==> config.mk <==
export PLATFORM = sky130hd
export DESIGN_NAME = fifo_serial_tx
export DESIGN_NICKNAME = d
export VERILOG_FILES = /design/src/rtl/fifo_serial_tx.sv
export SDC_FILE = /design/constraint.sdc
export NUM_CORES = 1
export LEC_CHECK = 0
export CELL_PAD_IN_SITES_DETAIL_PLACEMENT = 1
export CELL_PAD_IN_SITES_GLOBAL_PLACEMENT = 2
export CORE_ASPECT_RATIO = 1.5
export CORE_MARGIN = 4
export CORE_UTILIZATION = 34
export DETAILED_ROUTE_END_ITERATION = 16
export PLACE_DENSITY = 0.93
export SLEW_MARGIN = 15
export SYNTH_ARGS = -nofsm -noshare
export SYNTH_HDL_FRONTEND = slang
export SYNTH_SLANG_ARGS = --single-unit
export TNS_END_PERCENT = 1
==> constraint.sdc <==
create_clock -name clk -period 5.1 [get_ports clk]
set_input_delay 1.02 -clock clk [delete_from_list [all_inputs] [get_ports clk]]
set_output_delay 1.02 -clock clk [all_outputs]
set_load 0.01 [all_outputs]
==> src/rtl/fifo_serial_tx.sv <==
// Purpose : pops words from a first-word-fall-through FIFO and sends each as a
//           framed serial stream: start(0), WIDTH data bits LSB first,
//           even parity, stop(1).
// Latency : pop in cycle N drives the start bit on tx in cycle N+1.
//           A frame lasts (WIDTH+3)*CLKS_PER_BIT cycles.
// Backpressure: a new word is popped only when en=1, the FIFO is non-empty,
//           and the line is idle or in the last cycle of a stop bit.
//           Frames may therefore run back to back with no idle gap.
//           Dropping en never truncates a frame that has already started.
// Ports   : clk/rst (sync, active-high); en gates frame starts;
//           fifo_empty/fifo_data are the FIFO head; fifo_deq is the
//           combinational pop strobe. tx is the serial line (idles high).
//           busy is high while a frame is on the line. frame_done pulses on
//           the last cycle of each stop bit.
module fifo_serial_tx #(
   parameter int WIDTH        = 32,
   parameter int CLKS_PER_BIT = 4
) (
   input  logic             clk,
   input  logic             rst,
   input  logic             en,
   input  logic             fifo_empty,
   input  logic [WIDTH-1:0] fifo_data,
   output logic             fifo_deq,
   output logic             tx,
   output logic             busy,
   output logic             frame_done
);

   localparam int BW = (CLKS_PER_BIT > 1) ? $clog2(CLKS_PER_BIT) : 1;
   localparam int IW = (WIDTH > 1) ? $clog2(WIDTH) : 1;
   localparam logic [BW-1:0] BAUD_LAST = BW'(CLKS_PER_BIT - 1);
   localparam logic [IW-1:0] IDX_LAST  = IW'(WIDTH - 1);

   typedef enum logic [2:0] {
      IDLE   = 3'd0,
      START  = 3'd1,
      DATA   = 3'd2,
      PARITY = 3'd3,
      STOP   = 3'd4
   } state_t;

   state_t           state, state_n;
   logic [BW-1:0]    baud, baud_n;
   logic [IW-1:0]    idx, idx_n;
   logic [WIDTH-1:0] shreg, shreg_n;
   logic             par, par_n;
   logic             tx_n, busy_n, done_n;
   logic             bit_end;
   logic             pop;

   always_ff @(posedge clk) begin
      if (rst) begin
         state      <= IDLE;
         baud       <= '0;
         idx        <= '0;
         shreg      <= '0;
         par        <= 1'b0;
         tx         <= 1'b1;
         busy       <= 1'b0;
         frame_done <= 1'b0;
      end else begin
         state      <= state_n;
         baud       <= baud_n;
         idx        <= idx_n;
         shreg      <= shreg_n;
         par        <= par_n;
         tx         <= tx_n;
         busy       <= busy_n;
         frame_done <= done_n;
      end
   end

   always_comb begin
      bit_end = (baud == BAUD_LAST);
      // The last stop cycle doubles as a pop slot so frames can abut.
      pop = !rst && en && !fifo_empty &&
            ((state == IDLE) || ((state == STOP) && bit_end));
      fifo_deq = pop;

      state_n = state;
      baud_n  = baud;
      idx_n   = idx;
      shreg_n = shreg;
      par_n   = par;

      if (state != IDLE) begin
         baud_n = bit_end ? '0 : baud + BW'(1);
      end

      case (state)
         IDLE: begin
            if (pop) begin
               state_n = START;
               baud_n  = '0;
               shreg_n = fifo_data;
               par_n   = ^fifo_data;
            end
         end
         START: begin
            if (bit_end) begin
               state_n = DATA;
               idx_n   = '0;
            end
         end
         DATA: begin
            if (bit_end) begin
               shreg_n = shreg >> 1;
               if (idx == IDX_LAST) begin
                  state_n = PARITY;
                  idx_n   = '0;
               end else begin
                  idx_n = idx + IW'(1);
               end
            end
         end
         PARITY: begin
            if (bit_end) state_n = STOP;
         end
         STOP: begin
            if (bit_end) begin
               if (pop) begin
                  state_n = START;
                  shreg_n = fifo_data;
                  par_n   = ^fifo_data;
               end else begin
                  state_n = IDLE;
               end
            end
         end
         default: begin
            state_n = IDLE;
            baud_n  = '0;
            idx_n   = '0;
         end
      endcase

      // Outputs are registered from the next-state view so the line level
      // changes on the same edge as the state it belongs to.
      case (state_n)
         START:   tx_n = 1'b0;
         DATA:    tx_n = shreg_n[0];
         PARITY:  tx_n = par_n;
         default: tx_n = 1'b1;
      endcase
      busy_n = (state_n != IDLE);
      done_n = (state_n == STOP) && (baud_n == BAUD_LAST);
   end

endmodule

# Yosys cells after proc, flatten, opt, wreduce, memory -nomap -nowiden
# Cells that the tools add are included.
[totals]
ff_bits = 46
input_bits = 36
[classes]
n_addsub = 2
eq_ne = 14
muxes = 24
bitwise = 1
reduce_logical = 17
[ops]
columns = ["op", "count"]
rows = [
  ["32-bit two-way mux", 3],
  ["32-bit case mux with 3 select lines", 1],
  ["32-bit parity", 1],
  ["3-bit two-way mux", 6],
  ["5-bit two-way mux", 3],
  ["3-bit case mux with 5 select lines", 1],
  ["5-bit case mux with 3 select lines", 1],
  ["3-bit by 2-bit == test with 1-bit output (second input constant)", 4],
  ["3-bit nonzero test", 3],
  ["3-bit by 1-bit == test with 1-bit output (second input constant)", 2],
  ["3-bit == test (second input constant)", 2],
  ["2-bit two-way mux", 3],
  ["2-bit inequality test (second input constant)", 3],
  ["3-bit AND reduction", 2],
  ["5-bit by 1-bit adder with 5-bit output (second input constant)", 1],
  ["5-bit == test (second input constant)", 1],
  ["1-bit logical AND", 5],
  ["2-bit == test (second input constant)", 2],
  ["2-bit case mux with 2 select lines", 1],
  ["4-bit OR reduction", 1],
  ["3-bit logical NOT", 1],
  ["1-bit two-way mux", 3],
  ["1-bit case mux with 3 select lines", 1],
  ["3-bit OR reduction", 1],
  ["other kinds (5)", 6],
]

# Depth between registers and ports, before layout
[logic_depth]
ltp_word = 9
mapped_depth = 9
ltp_nobuf = 8

# Worst setup path after synthesis
# Ideal clock, no wire load.
[synth_timing]
kind = "in2out"
start = "input port rst"
end = "output port fifo_deq"
arrival_ns = 2.314
path_slack_ns = 1.766
cell_stages = 5
cell_sequence = "buf_6 > or3b_1 > buf_2 > nor4_2 > buf_2"
[synth_between]
elab_chain_cells = 4
[synth_lines]
columns = ["element", "line", "rtl"]
rows = [
  ["from (decl)", "20", "input logic rst,"],
  ["1-bit logical NOT", "77", "pop = !rst && en && !fifo_empty &&"],
  ["1-bit logical AND (3 in series)", "77", ""],
  ["to (decl)", "24", "output logic fifo_deq,"],
]
# No other way between the ends.

# Final worst setup path
# Ends and elaborated chain as after synthesis.

==> results.toml <==
[outcome]
status = "completed"

[synth]
syn_nets = 272
netlist_top_cells_count = "46 x dfxtp_1, 43 x nor2_1, 30 x a222oi_1, 29 x xnor2_1, 10 x clkbuf_1"
yosys.area_share.simple = 0.157
synth_xor_area_frac = 0.139
ys_types = 37
yosysSeqAreaShare = 0.419
synth_edf_count = 0
synth_top_area_frac = 0.419
netlist_area_sq_mm = 0.00220
synth_adder_area_share = 0.0171
post_synth.cell_area_avg_sq_um = 9.44
synth_most_common_cell = "dfxtp_1"
synthArstFlopShare = 0
synth_warnings = 0
ys.flop_type = "dfxtp_1"
syn_inst = 233
synth_compound_area_frac = 0.208
yosys.area.top_type = "dfxtp_1"
synth_top_family_by_area = "compound AO/OA/AOI/OAI gates"
synthMuxAreaShare = 0.00968
synth_area_leaders = "dfxtp_1 42%, a222oi_1 14%, xnor2_1 12%"
synth-seq-cells = 46

[clock_tree]
clk_latency_ns = 0.30
cts_buffers = 5
clock_path_buffers = 2
cts-resized-gates = 0
cts_max_level = 2
postCtsHoldBufs = 0
clkSinkCount = 46
cts-root-buf = "clkbuf_8"
tritoncts = "yes"
post_cts_buffers = 0
clk_pin_slew_ns = 0.09

[final_layout]
fin_area_sq_mm = 0.00274
nFillCells = 735
finalNonFillerCells = 338
final_nets = 302
diodes = 0
area_growth_pct = 24.8
drive_gt1_frac = 0.0606

[worst_setup_path]
worst_ep_required_time_ns = 4.08
crit_fanout = 7
cp.arrival_ns = 2.88
crit_path_end_kind = "primary output"
critPathKind = "primary input to primary output"
reg2reg_from = "state[1]"
cp-start-kind = "primary input"
worstReg2RegEnd = "shreg[2]"
r2r_cells = 4
r2r_slack_ns = 2.56

[timing]
period_share = 0.764
post-route-min-period_ns = 3.90
rsz0062_at_grt = "false"
setup_viol = 0
fin_tns_setup_ns = 0
skew_ns = 0.00954
tightest_slew_ns = 1.12
finalHoldViolations = 0
max_freq_ghz = 0.257
final_max_slew_viol_count = 0
slew_headroom = 0.254

[floorplanning]
coreArea_sq_mm = 0.00622
start_util = 0.354
die_area_sq_mm = 0.00784
boundaryPins = 40
die_x_microns = 73.7
die_h_microns = 106
row_count = 35

[power]
p_leak_nw = 0.965
ir_worst_vdd_mv = 0.195
pwr_density_cell_mw_per_mm2 = 312

[routing]
via_per_inst = 5.60
wl_per_cell_microns = 17.2
ant_nets = 0
vias = 1893
drt-total-wl_microns = 5800
drtIter0Drc = 202
drc = 0
drt_first_pass_iters = 9

[worst_hold_path]
hold_depth = 2
hold_path_end = "shreg[31]"
hp-start = "shreg[31]"
min-delay-path-class = "flop to flop"

[placement]
port-buffer-count = 39
place_congestion = 0.756
dpl_cell_area_sq_mm = 0.00261
dp_hpwl_microns = 4100
dp.cells = 330

[global_route]
grt_max_degree = 44
track_usage = 0.151
grt_pass1_wl_microns = 9200
grt_antenna_before_repair = 0
grt_pass1_vias = 1936
overflow = 0

[job]
cap_violations = 0
-- worst max-delay path by stage --
stage,slack [ns],end,from
4_1_cts,1.16,fifo_deq,rst
3_3_place_gp,1.18,fifo_deq,rst
5_1_grt,1.11,fifo_deq,rst
2_1_floorplan,1.77,fifo_deq,rst
6_report,1.20,fifo_deq,rst
3_5_place_dp,1.17,fifo_deq,rst
-- through the flow --
stage	total power [W]	utilization	hold slack (ns)	setup WS (ns)
2_1_floorplan	0.000484	-	0.454	1.77
3_3_place_gp	0.000533	0.419	0.463	1.18
3_5_place_dp	0.000539	0.419	0.502	1.17
4_1_cts	0.000868	0.441	0.520	1.16
5_1_grt	0.000893	0.441	0.527	1.11
6_report	0.000856	0.441	0.511	1.20
-- power breakdown --
| part | total [W] | switching (W) | internal (W) | leakage [nW] |
|---|---|---|---|---|
| Clock | 0.000327 | 0.000131 | 0.000196 | 0.0683 |
| Combinational | 0.000152 | 0.0000683 | 0.0000832 | 0.524 |
| Sequential | 0.000378 | 0.00000741 | 0.000370 | 0.373 |
-- logic make-up (layout without fill, tap and decap cells) --
| kind of cell | Yosys count | in the layout |
|---|---|---|
| AND/OR/NAND/NOR | 73 | 73 |
| AO/OA/AOI/OAI | 54 | 54 |
| flip-flops | 46 | 46 |
| XOR/XNOR | 35 | 35 |
| buffers and inverters | 20 | 51 |
| adder cells (fa/ha/maj) | 3 | 3 |
| multiplexers | 2 | 2 |
-- area by class of cell --
class | count | area, sq um | share of cell area
clock inverter | 3 | 68.8 | 0.0251
tap | 74 | 92.6 | 0.0337
clock buffer | 5 | 68.8 | 0.0251
inverter | 1 | 3.75 | 0.00137
timing repair buffer | 42 | 413 | 0.150
multi-input combinational | 167 | 1180 | 0.429
sequential | 46 | 921 | 0.336
-- critical path, cell delays in order --
cell             delay (ns)
clkdlybuf4s50_1        0.45
or3b_1                 0.54
nor4_4                 0.27
clkdlybuf4s50_1        0.59
-- routing by layer --
metal,wire length [microns],GRT usage,part of all wire
met1,2240,0.154,0.39
met2,3270,0.293,0.56
met3,207,0.0255,0.036
met4,80,0.0544,0.014
met5,0,0,0
-- cells in the final DEF (no fill, tap or decap), types with 3 or more instances in the layout --
cell	netlist	layout
nor3b_1	3	3
nand2_1	5	5
a222oi_1	30	30
xnor2_1	29	29
nand2b_1	4	4
nor2_1	43	43
clkbuf_8	0	5
buf_4	0	3
a31oi_1	5	5
clkdlybuf4s50_1	0	39
ha_1	3	3
dfxtp_1	46	46
nor3_1	4	4
a21oi_1	5	5
nand3_1	4	4
nor2b_1	3	3
xor2_1	6	6
o21ai_0	5	5
-- registers in the layout, summed over array words and instances (netlist names) --
register	cells
frame_done	1
tx	1
idx	5
baud	2
par	1
busy	1
shreg	32
state	3
No activity file was read; power rests on OpenSTA's default activity.
==> RTL edit 1, RTL diff (same settings) <==
Take the reset off `shreg` and load it in a clocked block of its own.
--- a/src/rtl/fifo_serial_tx.sv
+++ b/src/rtl/fifo_serial_tx.sv
@@ -54,7 +54,6 @@
          state      <= IDLE;
          baud       <= '0;
          idx        <= '0;
-         shreg      <= '0;
          par        <= 1'b0;
          tx         <= 1'b1;
          busy       <= 1'b0;
@@ -63,12 +62,15 @@
          state      <= state_n;
          baud       <= baud_n;
          idx        <= idx_n;
-         shreg      <= shreg_n;
          par        <= par_n;
          tx         <= tx_n;
          busy       <= busy_n;
          frame_done <= done_n;
       end
+   end
+
+   always_ff @(posedge clk) begin
+      shreg <= shreg_n;
    end
 
    always_comb begin
Formal check against the unedited RTL: no difference found for any inputs over 10 cycles, from zero or initial values and one cycle with rst high; that may be too few to reach the edited logic, so the function may still have changed.
==> RTL edit 1 against the original RTL <==
Cell area rose by 19%. Die area up 18%. Sequential cell count unchanged. Fmax rose by 6.7%. Critical endpoint unchanged. Area after synthesis increased by 20%. Routed wire length grew 8.5%. Total power grew 21%. Setup slack better by 0.25 ns. Largest power group unchanged. Clock skew fell by 0.00061 ns. Highest routed layer unchanged. First-iteration DRC count down 68%. Combinational power grew 35%.
==> RTL edit 1: results (changes against the original RTL) <==
Seq/Total Area, Yosys 46.6% (+4.7 points); r2r setup slk 2.56 ns (about the same); Synth cell types 34 (-8.1%); GRT Resource Usage Total 14.4% (-0.74 points); leakage power 1.10 nW (+14%); pre-CTS WS 1.41 ns (+0.240 ns); Fill cells 902 (+23%); IO Port Bufs 39 (unchanged); result of the run complete, no violations; Worst-path clk slew 0.06 ns (-0.03 ns); syn_nets 315 (+16%); Post-DP HPWL 4630 µm (+13%); M2 GR Usage 26.5% (-2.8 points); RD Place Congestion 0.737 (-2.5%); number of global-route vias before repair 2215 (+14%); first-pass GRT wire length 10500 µm (+14%); ys flop type edfxtp_1; routed length on met1 2560 µm (+14%); first-pass iteration count of the detailed router 4 (-5); nets 349 (+16%); list of most frequent post-synthesis cells 44 x nand2_1, 31 x edfxtp_1, 31 x mux2i_1, 30 x o21ai_0, 27 x xnor2_1; Resized cells post-CTS 0 (unchanged); CTS root buf clkbuf_16; Slew @ Worst Pin 0.568 ns (-0.551 ns); clk_lat worst skew 0.29 ns; via count 2073 (+9.5%); Data arrival, critical path 2.63 ns (-0.25 ns); layout cells sized above 1 4.50% (-1.6 points); 1st-iter DRT viols 65 (-68%); WL met3 158 µm (-24%); ant diodes 0 (unchanged); final clock skew 0.00893 ns (-0.000615 ns); HP Class reg2reg; Max clock buf depth 2 (unchanged); crit path max fanout 15 (+8); drt total wl 6290 µm (+8.5%); met2 wire length 3500 µm (+7.0%); EDFF count, synth 31 (+31); largest net degree at the start of global routing 36 (-18%); met1 Use GR 16.9% (+1.5 points); met3 global-route usage 2.49% (-0.066 points); Max IR drop VDD 188 µV (-3.8%); Final min period 3.65 ns (-0.246 ns); synth top area cells edfxtp_1 35%, mux2i_1 12%, dfxtp_1 11%, xnor2_1 9.0%, nand2_1 6.3%; initial antenna violation count 0 (unchanged); Hold Worst Slack 0.497 ns (-0.0144 ns)
RTL edit 1: cell types whose count changed after synthesis, sizes merged, moves of 4 or more:
cell	delta
dfxtp	-31
a21oi	+5
nor2	-19
a222oi	-30
edfxtp	+31
mux2i	+30
a31oi	-4
o21ai	+30
nand2	+39
RTL edit 1: critical path, cell delays in order:
cell and delay, ns:
clkdlybuf4s50_1 0.40, buf_4 0.19, nor2_1 0.11, nand2_1 0.11, nor2_1 0.21, clkdlybuf4s50_1 0.58
RTL edit 1: final cells by class:
type,instances,area share [%]
clock inverter,2,0.268
multi-input combinational,213,41.1
timing repair buffer,44,13.1
sequential,46,37.7
tap,102,3.91
clock buffer,6,3.95
RTL edit 1: final timing paths:
check	start	end	depth (start not counted)
worst max-delay path	rst	fifo_deq	6
worst min-delay path	idx[4]	idx[4]	2
worst max register to register	baud[0]	shreg[13]	5
worst min register to register	idx[4]	idx[4]	2
RTL edit 1: stage by stage:
step / instance area [µm²] / std cells
2_1_floorplan: 2640 / 276
3_3_place_gp: 3130 / 405
3_5_place_dp: 3130 / 405
4_1_cts: 3270 / 413
5_1_grt: 3270 / 413
6_report: 3270 / 413
RTL edit 1: power by group:
part | switching [mW] | internal, mW | total, mW
logic | 0.0974 | 0.107 | 0.205
clock network | 0.132 | 0.179 | 0.311
registers | 0.0374 | 0.483 | 0.521
total | 0.267 | 0.769 | 1.04
RTL edit 1: cell families after synthesis:
group / synth area share [%]
AOI/OAI and AO/OA: 11.8
xor gates and xnor gates: 10.6
adders and majority gates: 1.42
buffers and inverters: 2.75
DFF: 46.6
muxes: 11.8
and+or+nand+nor: 15.0
==> RTL edit 2, RTL diff (same flow settings) <==
Made on the original files. `WIDTH`: 32 -> 64.
--- a/src/rtl/fifo_serial_tx.sv
+++ b/src/rtl/fifo_serial_tx.sv
@@ -13,7 +13,7 @@
 //           busy is high while a frame is on the line. frame_done pulses on
 //           the last cycle of each stop bit.
 module fifo_serial_tx #(
-   parameter int WIDTH        = 32,
+   parameter int WIDTH        = 64,
    parameter int CLKS_PER_BIT = 4
 ) (
    input  logic             clk,
Interface: changed (resized fifo_data); port bits go from 40 to 72. The function was not compared with the original's and may differ.
==> RTL edit 2 against the original RTL <==
Via count rose by 82%. Total power rose by 84%. Sequential cell count rose by 33. Routed wire length rose by 86%. Setup slack improved by 0.40 ns. Fmax rose by 12%. Sequential share of layout area fell by 1.8 points. Critical path type unchanged. Area after synthesis rose by 79%. Cell area rose by 82%.
==> RTL edit 2: results (changes against the original RTL) <==
Slew @ Worst Pin 0.865 ns (-0.254 ns); via count 3443 (+82%); Resized cells post-CTS 0 (unchanged); IO Port Bufs 71 (+82%); Seq/Total Area, Yosys 40.2% (-1.7 points); list of most frequent post-synthesis cells 79 x dfxtp_1, 56 x xnor2_1, 53 x nand2_1, 49 x a21oi_1, 44 x a22oi_1; leakage power 1.62 nW (+67%); layout cells sized above 1 5.49% (-0.57 points); synth top area cells dfxtp_1 40%, xnor2_1 12%, a22oi_1 8.4%, a21oi_1 6.2%, mux2i_1 5.3%; syn_nets 524 (+93%); first-pass GRT wire length 17600 µm (+91%); Max clock buf depth 2 (unchanged); biggest regs shreg: 64 flops, idx: 6 flops, state: 3 flops; initial antenna violation count 0 (unchanged); first-pass iteration count of the detailed router 4 (-5); r2r setup slk 2.13 ns (-0.43 ns); drt total wl 10800 µm (+86%); GRT Resource Usage Total 16.7% (+1.6 points); ys async rst share 0% (unchanged); final clock skew 0.00616 ns (-0.00339 ns); ant diodes 0 (unchanged); Synth cell types 40 (+8.1%); RD Place Congestion 0.789 (+4.5%); result of the run complete, no violations; number of buffers created by CTS 9 (+4); Data arrival, critical path 2.47 ns (-0.41 ns); Worst-path clk slew 0.06 ns (-0.03 ns); Yosys Warn Count 0 (unchanged); HP Class reg2reg; Fill cells 1344 (+83%); ys flop type dfxtp_1; nets 575 (+90%); number of global-route vias before repair 3654 (+89%); clk_lat worst skew 0.34 ns (+0.04 ns); htree depth 3 (+1); crit path max fanout 3 (-4); Placement Cell Area 0.00470 mm² (+80%); Max IR drop VDD 165 µV (-15%); CTS root buf clkbuf_16; GRT overflow 0 (unchanged); Post-DP HPWL 7750 µm (+89%); 1st-iter DRT viols 141 (-30%); total setup buffers inserted after CTS 0 (unchanged); largest net degree at the start of global routing 78 (+77%)
## RTL edit 2: cell types whose count changed in the layout (fill, tap and decap cells not counted), sizes merged, moves of 20 or more
cell and delta:
a21oi +43, a222oi -30, a22oi +44, clkdlybuf4s50 +31, dfxtp +33, mux2i +20, nand2 +48, xnor2 +27
## RTL edit 2: power breakdown
group          internal [mW]  switching (mW)
clock network          0.334           0.273
logic                  0.168           0.153
registers              0.637          0.0123
## RTL edit 2: metrics by stage
step	std cells	hold WS, ns	util [%]	worst slack, ns
floorplan	454	0.433	-	2.08
global placement	641	0.441	42.0	1.57
detailed placement	641	0.450	42.0	1.50
CTS	657	0.459	44.6	1.56
global route	657	0.474	44.6	1.52
finish	657	0.456	44.6	1.61
## RTL edit 2: final timing paths
| check | from | endpoint | cells after the start |
|---|---|---|---|
| max | en | fifo_deq | 4 |
| min | shreg[39] | shreg[39] | 2 |
| max reg2reg | state[1] | tx | 8 |
| min reg2reg | shreg[39] | shreg[39] | 2 |
## RTL edit 2: layer usage
metal	track usage, %	vias up	routed length (µm)
li1	-	1704	-
met4	6.37	0	214
met1	19.0	1675	4320
met3	3.02	15	347
met2	30.1	49	5900
met5	0	-	0
## RTL edit 2: cell families (layout without fill, tap and decap cells)
logic type | count (synthesis) | after routing | share of synthesized area [%]
buf+inv | 37 | 93 | 4.20
xor+xnor | 67 | 67 | 14.9
fa+ha+maj | 2 | 2 | 0.636
mux | 22 | 22 | 5.63
flops | 79 | 79 | 40.2
compound gates | 132 | 132 | 22.1
simple gates | 115 | 115 | 12.3
## RTL edit 2: critical path, cell delays in order
cell             delay, ns
clkdlybuf4s50_1       0.47
nor3b_2               0.20
and3_2                0.22
clkdlybuf4s50_1       0.56
## RTL edit 2: area by class of cell
| cell class | instances | area share (%) |
|---|---|---|
| clock buffers | 9 | 4.52 |
| clock inverters | 7 | 1.13 |
| inverters | 2 | 0.151 |
| multi-input cells | 338 | 44.0 |
| flip-flops and latches | 79 | 31.8 |
| well taps | 147 | 3.69 |
| repair buffers | 75 | 14.8 |
